<file path="config.mk">
export PLATFORM = sky130hd
export DESIGN_NAME = mem_reader_tx
export DESIGN_NICKNAME = d
export VERILOG_FILES = /design/src/rtl/mem_reader_tx.sv
export SDC_FILE = /design/constraint.sdc
export NUM_CORES = 1
export LEC_CHECK = 0
export ABC_AREA = 1
export BUFFER_PORTS_ARGS = -buffer_cell sky130_fd_sc_hd__buf_2
export CAP_MARGIN = 15
export CORE_UTILIZATION = 45
export CTS_CLUSTER_SIZE = 8
export DETAILED_ROUTE_END_ITERATION = 10
export GPL_TIMING_DRIVEN = 0
export PLACE_DENSITY = 0.69
export SLEW_MARGIN = 30
export SYNTH_ARGS = -nofsm -noshare
export SYNTH_HDL_FRONTEND = slang
export SYNTH_SLANG_ARGS = --single-unit
export TNS_END_PERCENT = 30
</file>
<file path="constraint.sdc">
create_clock -name clk_i -period 1.2 [get_ports clk_i]
set_input_delay 0.18 -clock clk_i [delete_from_list [all_inputs] [get_ports clk_i]]
set_output_delay 0.18 -clock clk_i [all_outputs]
set_load 0.02 [all_outputs]
</file>
<file path="src/rtl/mem_reader_tx.sv">
// Streams Depth 16-bit samples from a synchronous-read memory to a byte-wide UART,
// high byte first, one tx_start_o pulse per byte and a done_o pulse at frame end.
module mem_reader_tx #(
  parameter int Width     = 8,
  parameter int Depth     = 92,
  parameter int DataWidth = 16
) (
  input  logic                 clk_i,
  input  logic                 rst_i,
  input  logic                 start_i,
  output logic [Width-1:0]     rd_addr_o,
  input  logic [DataWidth-1:0] rd_data_i,
  output logic [7:0]           tx_data_o,
  output logic                 tx_start_o,
  input  logic                 tx_done_i,
  output logic                 busy_o,
  output logic                 done_o
);

  typedef enum logic [2:0] {
    S_IDLE,
    S_READ,
    S_LATCH,
    S_SEND_HI,
    S_WAIT_HI,
    S_SEND_LO,
    S_WAIT_LO,
    S_DONE
  } state_t;

  localparam logic [Width-1:0] LastAddr = Width'(Depth - 1);

  state_t               r_state;
  logic [Width-1:0]     r_addr;
  logic [DataWidth-1:0] r_sample;
  logic [7:0]           r_tx_data;
  logic                 r_tx_start;
  logic                 r_busy;
  logic                 r_done;

  // Outputs are registered: each transition loads the values of the state being entered.
  always_ff @(posedge clk_i or posedge rst_i) begin
    if (rst_i) begin
      r_state    <= S_IDLE;
      r_addr     <= '0;
      r_sample   <= '0;
      r_tx_data  <= '0;
      r_tx_start <= 1'b0;
      r_busy     <= 1'b0;
      r_done     <= 1'b0;
    end else begin
      r_tx_start <= 1'b0;
      r_done     <= 1'b0;
      case (r_state)
        S_IDLE: begin
          r_addr    <= '0;
          r_tx_data <= '0;
          if (start_i) begin
            r_busy  <= 1'b1;
            r_state <= S_READ;
          end
        end
        S_READ: begin
          r_state <= S_LATCH;
        end
        S_LATCH: begin
          r_sample   <= rd_data_i;
          r_tx_data  <= rd_data_i[15:8];
          r_tx_start <= 1'b1;
          r_state    <= S_SEND_HI;
        end
        S_SEND_HI: begin
          r_state <= S_WAIT_HI;
        end
        S_WAIT_HI: begin
          r_tx_data <= r_sample[15:8];
          if (tx_done_i) begin
            r_tx_data  <= r_sample[7:0];
            r_tx_start <= 1'b1;
            r_state    <= S_SEND_LO;
          end
        end
        S_SEND_LO: begin
          r_state <= S_WAIT_LO;
        end
        S_WAIT_LO: begin
          if (tx_done_i) begin
            r_tx_data <= '0;
            // Clearing addr on the last sample keeps rd_addr_o at 0 throughout DONE.
            if (r_addr == LastAddr) begin
              r_addr  <= '0;
              r_done  <= 1'b1;
              r_state <= S_DONE;
            end else begin
              r_addr  <= r_addr + 1'b1;
              r_state <= S_READ;
            end
          end
        end
        S_DONE: begin
          r_addr  <= '0;
          r_busy  <= 1'b0;
          r_state <= S_IDLE;
        end
        default: begin
          r_addr  <= '0;
          r_busy  <= 1'b0;
          r_state <= S_IDLE;
        end
      endcase
    end
  end

  assign rd_addr_o  = r_addr;
  assign tx_data_o  = r_tx_data;
  assign tx_start_o = r_tx_start;
  assign busy_o     = r_busy;
  assign done_o     = r_done;

endmodule

</file>
==> results.md <==
- Mux contribution to synthesized area: 0%
- CP Max Fanout: 7
- Die area: approximately 4400 sq um
- Synth unique cells: 25
- Die width: 66.4 um
- HP Class: in2reg
- Crit path max-delay family: simple AND/OR/NAND/NOR gates
- Final ANT Viol Nets: 0
- Routed WL: ~4200 um
- Most frequent cells in the layout: 116 x nand2_1, 38 x buf_2, 31 x dfrtp_1
- Lkg Pwr: approximately 1.3 nW
- # port buffers: 38
- Unrepaired setup endpoints after global routing: yes
- CP cell instances: buf_4, inv_1, nand3_2, nor2_4, nand2_2, nand3_1, nand2_1, nand2_1
- Crit start category: register
- Max-Slew Margin vs Limit: between 70% and 80%
- Number of global-route vias before repair: 1557
- Via Count: ~1700
- Via density: roughly 5
- Worst path arrival time: between 1000 and 1500 ps
- First-pass GRT wire length: roughly 6700 um
- Overall Global Routing Usage: between 20% and 30%
- Core box area: 4000 sq um
- CP peak stage delay: about 380 ps
- CTS clk-pin slew, worst paths: ~70 ps
- Max-slew violations: 0
- Final hold vios: 0
- # fillers: around 380
- Initial antenna violation count: 0
- Avg Cell Area, Syn: 7.74 sq um
- Routed length per instance: 12.1 um
- Chip height: between 60 and 70 um
- Max Fclk: between 800 and 900 MHz
- Worst-Margin Slew: between 400 and 500 ps
- Worst-Skew Late Latency: 290 ps
- Main combinational cell family by area after synthesis: simple AND/OR/NAND/NOR gates
- Ys Warns: 0
- Ports: 39
- Total Nets Final: about 320
- Num CTS Buffers: 5
- CTS sink cnt: 38
- Synth Area in XOR/XNOR: less than 1%
- Total Power: 0.00516 W
- Synthesis-stage register bit count: 38
- Hpwl dp: around 2800 um
- Crit path launch: rd_addr_o[2]
- Max Buffers Root-to-Sink: 2
- Dpl cells: 330
- # diodes: 0
- Share of cells above drive strength 1: between 30% and 40%
- Critical hold path startpoint: rd_data_i[7]
- Bufs and invs on worst path: 2
- Min Tclk post-route: 1190 ps
- CTS tree: done
- Syn_nets: around 260
- Initial Util: between 40% and 50%
- Pre-CTS setup slack: -126 ps
- Multi-input logic area: a little under 900 sq um
- Non-filler instance count after layout: between 300 and 400
- Max_cap viols: 0
- Pwr dens: ~2100 nW/um^2
- Crit. End Element: register
- Synth Area in Compound Gates: between 4 and 5%
- Fin crit share: roughly 100%
- Clk_skew: around 6.4 ps
- Detailed Route Iter0 Violations: 95
- Adder-cell share of the synthesized area: less than 1%
- Crit-path slowest cell: dfrtp_1
- Largest net degree at the start of global routing: 22
- Area fraction in and, or, nand and nor cells after synthesis: about 36%
- CP most frequent cell: nand2_1
- Total congestion overflow: 0
- Pre-antenna DRT Iters: 4
- Commonest non-fill, non-tap cell in the layout: nand2_1
- Post-synthesis sequential area ratio: 51.0%
- Maximum vdd drop: 1.03 mV
- Row count: 23
- Util after Layout: slightly above 60%
- Fin Setup TNS: 0 ps
- Cell count after synthesis: roughly 240
- Mapped Area: 1870 sq um
- DRC violations left: 0
- Kind of critical path: reg2reg
- R2R Path Start: rd_addr_o[2]
- Status: complete, no violations
- CTS H-tree lvls: 2
- CP required: between 1000 and 1500 ps
- Clk root buf: clkbuf_8
- Final worst slack: roughly 5.8 ps
- Area growth, synth to finish: 30.7%
- Gpl congestion: ~0.83
- Final setup fails: 0
- Reg area: approximately 960 sq um
-- cells by family (layout without fill, tap and decap cells) --
group                    Yosys count  in the layout
adder cells (fa/ha/maj)            1              1
flip-flops                        38             38
AND/OR/NAND/NOR                  160            160
buffers and inverters             28             86
AO/OA/AOI/OAI                     13             13
XOR/XNOR                           1              1
-- sequential cells by signal, summed over array words and instances (netlist names) --
register and count:
rd_addr_o 8, tx_data_o 8, done_o 1, r_state 3, r_sample 16, tx_start_o 1
busy_o 1
-- area by class of cell --
type	count	area share (%)
sequential	38	39.4
clock buffer	8	3.28
timing repair buffer	50	12.7
inverter	24	4.41
tap	50	2.57
multi-input combinational	175	36.3
buffer	4	1.44
-- path summary, 6_finish.rpt --
| path | slack, ps | endpoint | cells past startpoint |
|---|---|---|---|
| min in group asynchronous | 420 | r_sample[9] | 3 |
| min reg2reg | 480 | tx_data_o[3] | 2 |
| max in group asynchronous | 330 | rd_addr_o[0] | 4 |
| min | 80 | r_sample[7] | 3 |
| max | 6 | r_state[1] | 8 |
| max reg2reg | 6 | r_state[1] | 8 |
-- where the power goes --
part	internal, W	switching, W	total [W]	leakage, nW
Clock	0.000413	0.000430	0.000843	0.0395
Sequential	0.00175	0.000307	0.00206	0.477
Combinational	0.000841	0.00142	0.00226	0.804
-- Yosys cell counts --
cell / n / share of area, %
a32o_1: 1 / 0.54
buf_2: 2 / 0.54
buf_4: 1 / 0.40
buf_8: 1 / 0.80
clkinv_1: 2 / 0.40
dfrtp_1: 38 / 51
ha_1: 1 / 0.67
inv_1: 16 / 3.2
inv_2: 4 / 0.80
inv_4: 2 / 0.67
nand2_1: 121 / 24
nand2_2: 2 / 0.67
nand2_4: 2 / 1.2
nand3_1: 19 / 5.1
nand3_2: 2 / 1.1
nand4_1: 6 / 2.0
nor2_1: 6 / 1.2
nor2_2: 2 / 0.67
o2111ai_1: 1 / 0.47
o21a_1: 1 / 0.40
o21ai_0: 2 / 0.54
o21ai_1: 4 / 1.1
o21ai_2: 2 / 0.94
o21bai_1: 2 / 0.80
xor2_1: 1 / 0.47
-- routing by layer --
layer | routed length, um | GRT usage, % | up-vias | share of wire (%)
li1 | - | - | 872 | -
met2 | 2070 | 35.2 | 58 | 49
met3 | 255 | 5.34 | 9 | 6.0
met1 | 1820 | 25.2 | 804 | 43
met5 | 0 | 0 | - | 0
met4 | 79 | 9.04 | 0 | 1.9
-- repair_timing --
action	CTS	global route
hold buffers	1	0
setup endpoints to repair	26	31
gates resized for setup	6	29
hold endpoints to repair	17	0
setup buffers	0	10
pin swaps	0	9
-- metrics by stage --
step | hold WS [ps] | instance area (sq um)
6_report | 83.1 | 2440
5_1_grt | 74.8 | 2440
4_1_cts | 73.8 | 2270
3_5_place_dp | 197 | 2160
3_3_place_gp | 373 | 2130
2_1_floorplan | 290 | 1880
-- worst reg2reg max path, cell delays in order (launching register included) --
cell and delay, ps:
dfrtp_1 380, buf_4 170, inv_1 90, nand3_2 90, nor2_4 140, nand2_2 90, nand3_1 70, nand2_1 50
nand2_1 50
Note: power is estimated with default switching activity, not from simulation.
